===== config.mk =====
export PLATFORM = sky130hd
export DESIGN_NAME = execute_mc
export DESIGN_NICKNAME = d
export VERILOG_FILES = /design/src/rtl/execute_mc.sv
export SDC_FILE = /design/constraint.sdc
export NUM_CORES = 1
export LEC_CHECK = 0
export ABC_AREA = 1
export CORE_ASPECT_RATIO = 1.75
export CORE_MARGIN = 2
export CORE_UTILIZATION = 38
export CTS_CLUSTER_SIZE = 14
export DETAILED_ROUTE_END_ITERATION = 6
export SLEW_MARGIN = 20
export SYNTH_ARGS = -nofsm -noshare
export SYNTH_HDL_FRONTEND = slang
export SYNTH_SLANG_ARGS = --single-unit

===== constraint.sdc =====
create_clock -name clk -period 13 [get_ports clk]
set_input_delay 1.3 -clock clk [delete_from_list [all_inputs] [get_ports clk]]
set_output_delay 1.3 -clock clk [all_outputs]
set_load 0.03 [all_outputs]

===== src/rtl/execute_mc.sv =====
// Execute stage: operand forwarding, single-cycle ALU, branch/jump resolution and an
// iterative shift-add multiplier that back-pressures decode while it runs.
module execute_mc #(
    parameter int WIDTH = 16,
    parameter int RW    = 3
) (
    input  logic             clk,
    input  logic             rst_n,
    input  logic             valid_in,
    output logic             in_ready,
    input  logic [2:0]       alu_op,
    input  logic             sel_lhs_imm,
    input  logic             sel_rhs_imm,
    input  logic             is_branch,
    input  logic             is_jump,
    input  logic [3:0]       cond,
    input  logic [RW-1:0]    s_1,
    input  logic [RW-1:0]    s_2,
    input  logic [RW-1:0]    tgt,
    input  logic [WIDTH-1:0] imm,
    input  logic [WIDTH-1:0] pc_in,
    input  logic [WIDTH-1:0] reg_out_1,
    input  logic [WIDTH-1:0] reg_out_2,
    input  logic [RW-1:0]    mem_tgt,
    input  logic [WIDTH-1:0] mem_result,
    input  logic [RW-1:0]    wb_tgt,
    input  logic [WIDTH-1:0] wb_result,
    input  logic             flush,
    output logic             valid_out,
    output logic [WIDTH-1:0] result,
    output logic [WIDTH-1:0] store_data,
    output logic [RW-1:0]    tgt_out,
    output logic             branch,
    output logic [WIDTH-1:0] branch_tgt,
    output logic             busy
);
    localparam int SW = $clog2(WIDTH);
    localparam logic [0:0] S_IDLE = 1'b0;
    localparam logic [0:0] S_MUL  = 1'b1;

    logic [0:0]       r_state;
    logic [SW-1:0]    r_cnt;
    logic [WIDTH-1:0] r_mc, r_mp, r_acc, r_mop2;
    logic [RW-1:0]    r_mtgt;
    logic             r_valid_out;
    logic [WIDTH-1:0] r_result, r_store;
    logic [RW-1:0]    r_tgt_out;

    logic [WIDTH-1:0] w_op1, w_op2, w_lhs, w_rhs, w_sum, w_alu, w_acc_next;
    logic [WIDTH:0]   w_diff;
    logic             w_z, w_n, w_c, w_o, w_taken, w_accept, w_start_mul;

    // Youngest producer wins; register 0 always reads the register file.
    function automatic logic [WIDTH-1:0] fwd(
        input logic [RW-1:0] s, input logic [WIDTH-1:0] rf,
        input logic own_v, input logic [RW-1:0] own_t, input logic [WIDTH-1:0] own_r,
        input logic [RW-1:0] m_t, input logic [WIDTH-1:0] m_r,
        input logic [RW-1:0] w_t, input logic [WIDTH-1:0] w_r);
        if (s == '0)                    return rf;
        else if (own_v && own_t == s)   return own_r;
        else if (m_t == s)              return m_r;
        else if (w_t == s)              return w_r;
        else                            return rf;
    endfunction

    assign w_op1 = fwd(s_1, reg_out_1, r_valid_out, r_tgt_out, r_result,
                       mem_tgt, mem_result, wb_tgt, wb_result);
    assign w_op2 = fwd(s_2, reg_out_2, r_valid_out, r_tgt_out, r_result,
                       mem_tgt, mem_result, wb_tgt, wb_result);
    assign w_lhs = sel_lhs_imm ? imm : w_op1;
    assign w_rhs = sel_rhs_imm ? imm : w_op2;
    assign w_sum = w_lhs + w_rhs;

    // NOTE: every always_comb output gets a default first so no path leaves it unassigned (no latch).
    always_comb begin
        w_alu = '0;
        case (alu_op)
            3'd0:    w_alu = w_sum;
            3'd1:    w_alu = w_lhs - w_rhs;
            3'd2:    w_alu = w_lhs & w_rhs;
            3'd3:    w_alu = w_lhs | w_rhs;
            3'd4:    w_alu = w_lhs ^ w_rhs;
            3'd5:    w_alu = w_lhs << w_rhs[SW-1:0];
            3'd6:    w_alu = w_lhs >> w_rhs[SW-1:0];
            default: w_alu = '0;
        endcase
        if (is_branch || is_jump) w_alu = w_sum;
    end

    assign w_diff = {1'b0, w_lhs} - {1'b0, w_rhs};
    assign w_z    = (w_diff[WIDTH-1:0] == '0);
    assign w_n    = w_diff[WIDTH-1];
    assign w_c    = w_diff[WIDTH];
    assign w_o    = (w_lhs[WIDTH-1] != w_rhs[WIDTH-1]) && (w_diff[WIDTH-1] != w_lhs[WIDTH-1]);

    always_comb begin
        w_taken = 1'b0;
        case (cond)
            4'd0:    w_taken = w_z;
            4'd1:    w_taken = !w_z;
            4'd2:    w_taken = (w_n != w_o);
            4'd3:    w_taken = (w_n == w_o);
            4'd4:    w_taken = !w_z && (w_n == w_o);
            4'd5:    w_taken = w_z || (w_n != w_o);
            4'd6:    w_taken = w_c;
            4'd7:    w_taken = !w_c;
            4'd8:    w_taken = 1'b1;
            default: w_taken = 1'b0;
        endcase
    end

    assign in_ready    = (r_state == S_IDLE);
    assign busy        = (r_state == S_MUL);
    assign w_accept    = valid_in && in_ready && !flush;
    assign w_start_mul = w_accept && (alu_op == 3'd7);
    assign branch      = w_accept && (is_jump || (is_branch && w_taken));
    assign branch_tgt  = is_jump                 ? w_sum :
                         (is_branch && w_taken)  ? pc_in + imm + WIDTH'(1) :
                                                   pc_in + WIDTH'(1);
    assign w_acc_next  = r_acc + (r_mp[0] ? r_mc : '0);

    // NOTE: sequential state uses non-blocking assignments so every register samples pre-edge values.
    always_ff @(posedge clk) begin
        if (!rst_n) begin
            r_state     <= S_IDLE;
            r_cnt       <= '0;
            r_mc        <= '0;
            r_mp        <= '0;
            r_acc       <= '0;
            r_mop2      <= '0;
            r_mtgt      <= '0;
            r_valid_out <= 1'b0;
            r_result    <= '0;
            r_store     <= '0;
            r_tgt_out   <= '0;
        end else begin
            r_valid_out <= 1'b0;
            r_tgt_out   <= '0;
            case (r_state)
                S_IDLE: begin
                    if (w_start_mul) begin
                        r_state <= S_MUL;
                        r_cnt   <= '0;
                        r_mc    <= w_lhs;
                        r_mp    <= w_rhs;
                        r_acc   <= '0;
                        r_mtgt  <= tgt;
                        r_mop2  <= w_op2;
                    end else if (w_accept) begin
                        r_result    <= w_alu;
                        r_store     <= w_op2;
                        r_tgt_out   <= tgt;
                        r_valid_out <= 1'b1;
                    end
                end
                S_MUL: begin
                    if (flush) begin
                        r_state <= S_IDLE;
                    end else begin
                        r_acc <= w_acc_next;
                        r_mc  <= r_mc << 1;
                        r_mp  <= r_mp >> 1;
                        r_cnt <= r_cnt + 1'b1;
                        if (r_cnt == SW'(WIDTH - 1)) begin
                            r_state     <= S_IDLE;
                            r_result    <= w_acc_next;
                            r_store     <= r_mop2;
                            r_tgt_out   <= r_mtgt;
                            r_valid_out <= 1'b1;
                        end
                    end
                end
                default: r_state <= S_IDLE;
            endcase
        end
    end

    assign valid_out  = r_valid_out;
    assign result     = r_result;
    assign store_data = r_store;
    assign tgt_out    = r_tgt_out;
endmodule

==> reports/metrics.yaml <==
run_status: "complete, no violations"
final_core_utilization_pct: 45.2
ys.warnings.count: 0
number_of_buffers_on_the_longest_clock_path: 2
timing.final.crit_share_pct: 76.0
finalWirelength_um: 59500
power.ir.vdd_worst_mv: 0.0655
syn_to_final_growth_pct: 17.0
grt_util_all_layers_pct: 33.6
crit_buf_inv: 4
postRouteAntennaNets: 0
finalSetupViolCount: 0
ctsHtreeMaxLevel: 3
design.core.area_um2: 32900
cellPowerDensity_nw_per_um2: 96.2
worst-endpoint-arrival_ns: 8.58
final_period_minus_worst_setup_slack_ns: 9.88
top_level_ports: 181
rsz0062_at_grt: "false"
final.fill_count: 3609
initial_utilization_pct: 38.6
postSynthRegisterBits: 108
cts_setup_buffers: 0
cts_sinks: 108
post_cts_resize_count: 0
grt_start_max_net_pins: 75
holdCritPathClass: "flip-flop to flip-flop"
slowest_delay_ns: 0.74
clk_latency_ns: 0.37
number_of_global_route_vias_before_repair: 14500
critical_path.startpoint_type: "input pin"
cts_made_buffers: 9
cap_viol_max_count: 0
drt_pass1_iterations: 6
die_h_um: 246
port-buffer-count: 180
slowest_stage: "nand3_1"
synth_top_cell_area_share_pct: 17.0
clock.fmax_ghz: 0.101
slew_violations: 0
timing.setup.tns_ns: 0
die_area_um2: 35000
synth.area.top_cells: "dfxtp_1, nand2_1, nand3_1, inv_1, ha_1"
setup.worst_path.end_class: "primary output"
globalRoute.totalOverflow: 0
fraction_of_final_layout_cells_sized_beyond_drive_strength_1_pct: 5.40
drt-wirelength-per-cell_um: 22.5
post_synth_num_cell_types: 61
syn_avg_cell_area_um2: 5.93
syn-num-nets: 2355
clock_tree_from_tritoncts: "built"
dpl.hpwl_um: 47500
cts_root_buf: "clkbuf_16"
p_leak_nw: 7.09
ys_seq_area_share_pct: 17.0
worst_pin_slew_ns: 1.12
cp_top_family: "simple AND/OR/NAND/NOR gates"
drtIter0Drc: 1230
timing.critical_path.required_ns: 11.70
skew_ns: 0.0113
max-slew-margin-rel_pct: 25.4
setup_crit_path_kind: "input pin to primary output"
via_count: 15100
worst-path-max-fanout: 20
synth_cells: 2143
wire_length_of_the_first_global_routing_pass_um: 88200
die-width_um: 142
post_synth_instance_area_um2: 12700
vias_per_cell: 5.71
finalHoldViolations: 0
number_of_hold_buffers_added_after_cts: 0
routabilityCongestion: 1.05
clkTransAtPathRegs_ns: 0.08
antenna_found_initial: 1
route.detailed.drc: 0
netlist.top_cell.by_area: "dfxtp_1"
rows: 88
worst_path_most_repeated_cell: "nand2_1"
num-nets-final: 2447
-- worst min-delay path: cells and delay by family (launching register included) --
kind / cells / cell delay, ns
simple gates: 1 / 0.06
flops: 1 / 0.31
compound gates: 1 / 0.05
-- power by group --
part           internal [mW]  total (mW)  switching, mW  leakage (nW)
clock network          0.145       0.289          0.144         0.143
logic                  0.246       0.786          0.540          6.07
registers              0.342       0.358         0.0157         0.877
total                  0.732        1.43          0.700          7.09
-- final cells by class --
cell class	instances	area, um^2	area share (%)
Antenna cell	1	2.50	0.0168
Clock buffer	12	256	1.72
Clock inverter	4	38.8	0.261
Inverter	293	1100	7.39
Multi-Input combinational cell	1629	8910	59.9
Sequential cell	108	2160	14.5
Tap cell	405	507	3.41
Timing Repair Buffer	194	1900	12.8
-- cells by family (layout without fill, tap and decap cells) --
logic type | Yosys count | count (layout) | share of synthesized area [%]
xor+xnor | 60 | 60 | 4.25
buf+inv | 406 | 503 | 13.0
simple gates | 1001 | 1001 | 35.2
flops | 108 | 108 | 17.0
fa+ha+maj | 86 | 86 | 8.76
compound gates | 482 | 482 | 21.8
other cells | 0 | 1 | 0
-- through the flow --
step           hold WS [ns]  power [mW]  instance area [um^2]  cells  worst slack, ns
2_1_floorplan         0.442       0.837                 12700   2143             5.78
3_5_place_dp          0.457        1.14                 14600   2629             3.20
4_1_cts               0.469        1.42                 14900   2645             3.17
6_report              0.465        1.43                 14900   2646             3.12
5_1_grt               0.482        1.50                 14900   2646             2.69
3_3_place_gp          0.453        1.14                 14600   2629             3.26
-- path summary, 6_finish.rpt --
path / slack, ns / start / cells after the start / end
worst min-delay path: 0.47 / store_data[3] / 2 / store_data[3]
worst max-delay path: 3.12 / s_1[2] / 36 / branch_tgt[4]
worst max register to register: 7.45 / tgt_out[0] / 29 / result[15]
worst min register to register: 0.47 / store_data[3] / 2 / store_data[3]
-- sequential cells by signal, summed over array words and instances, names as in the netlist --
register    flops
r_mop2         16
r_mc           16
r_mp           16
valid_out       1
r_mtgt          3
tgt_out         3
result         16
store_data     16
r_acc          16
busy            1
r_cnt           4
-- layer usage --
| metal | vias up | track usage (%) | part of all wire [%] | wire (um) |
|---|---|---|---|---|
| met5 | - | 0 | 0 | 0 |
| met4 | 0 | 23.0 | 8.0 | 4780 |
| met3 | 157 | 2.25 | 4.5 | 2700 |
| met2 | 592 | 61.3 | 51 | 30300 |
| met1 | 7051 | 36.5 | 37 | 21800 |
| li1 | 7298 | - | - | - |
-- placed cells by master, fill, tap and decap left out, types with 11 or more instances in the layout --
master	instances
a21oi_1	157
buf_4	14
clkdlybuf4s50_1	179
dfxtp_1	107
ha_1	81
inv_1	275
inv_2	17
nand2_1	539
nand2_2	17
nand3_1	256
nand3b_1	11
nand4_1	37
nor2_1	78
nor3_1	17
o211ai_1	53
o21ai_0	182
o21ai_1	17
or2_2	13
xnor2_1	17
xor2_1	41
-- Yosys cell counts (all sizes together) --
cell type  count
nand2        560
nand3b        11
a211o          1
o41ai          1
a311oi         1
buf           52
a221oi         6
o221a          1
nor2          83
nor3          21
inv          290
ha            81
and2           2
fa             5
xor2          41
clkinv         3
o2111ai        4
or2           14
dfxtp        108
o31ai          3
nor4           5
and3           2
o21a           1
a31oi          5
a21oi        166
o22ai          8
o221ai         5
xnor2         19
nand4         37
clkbuf        61
a21boi         3
a22oi          5
nand2b         1
a2111oi        2
a21o           3
nand3        265
a31o           1
o21bai         5
o211ai        54
o21ai        204
a211oi         3
Note: power is estimated with default switching activity, not from simulation.
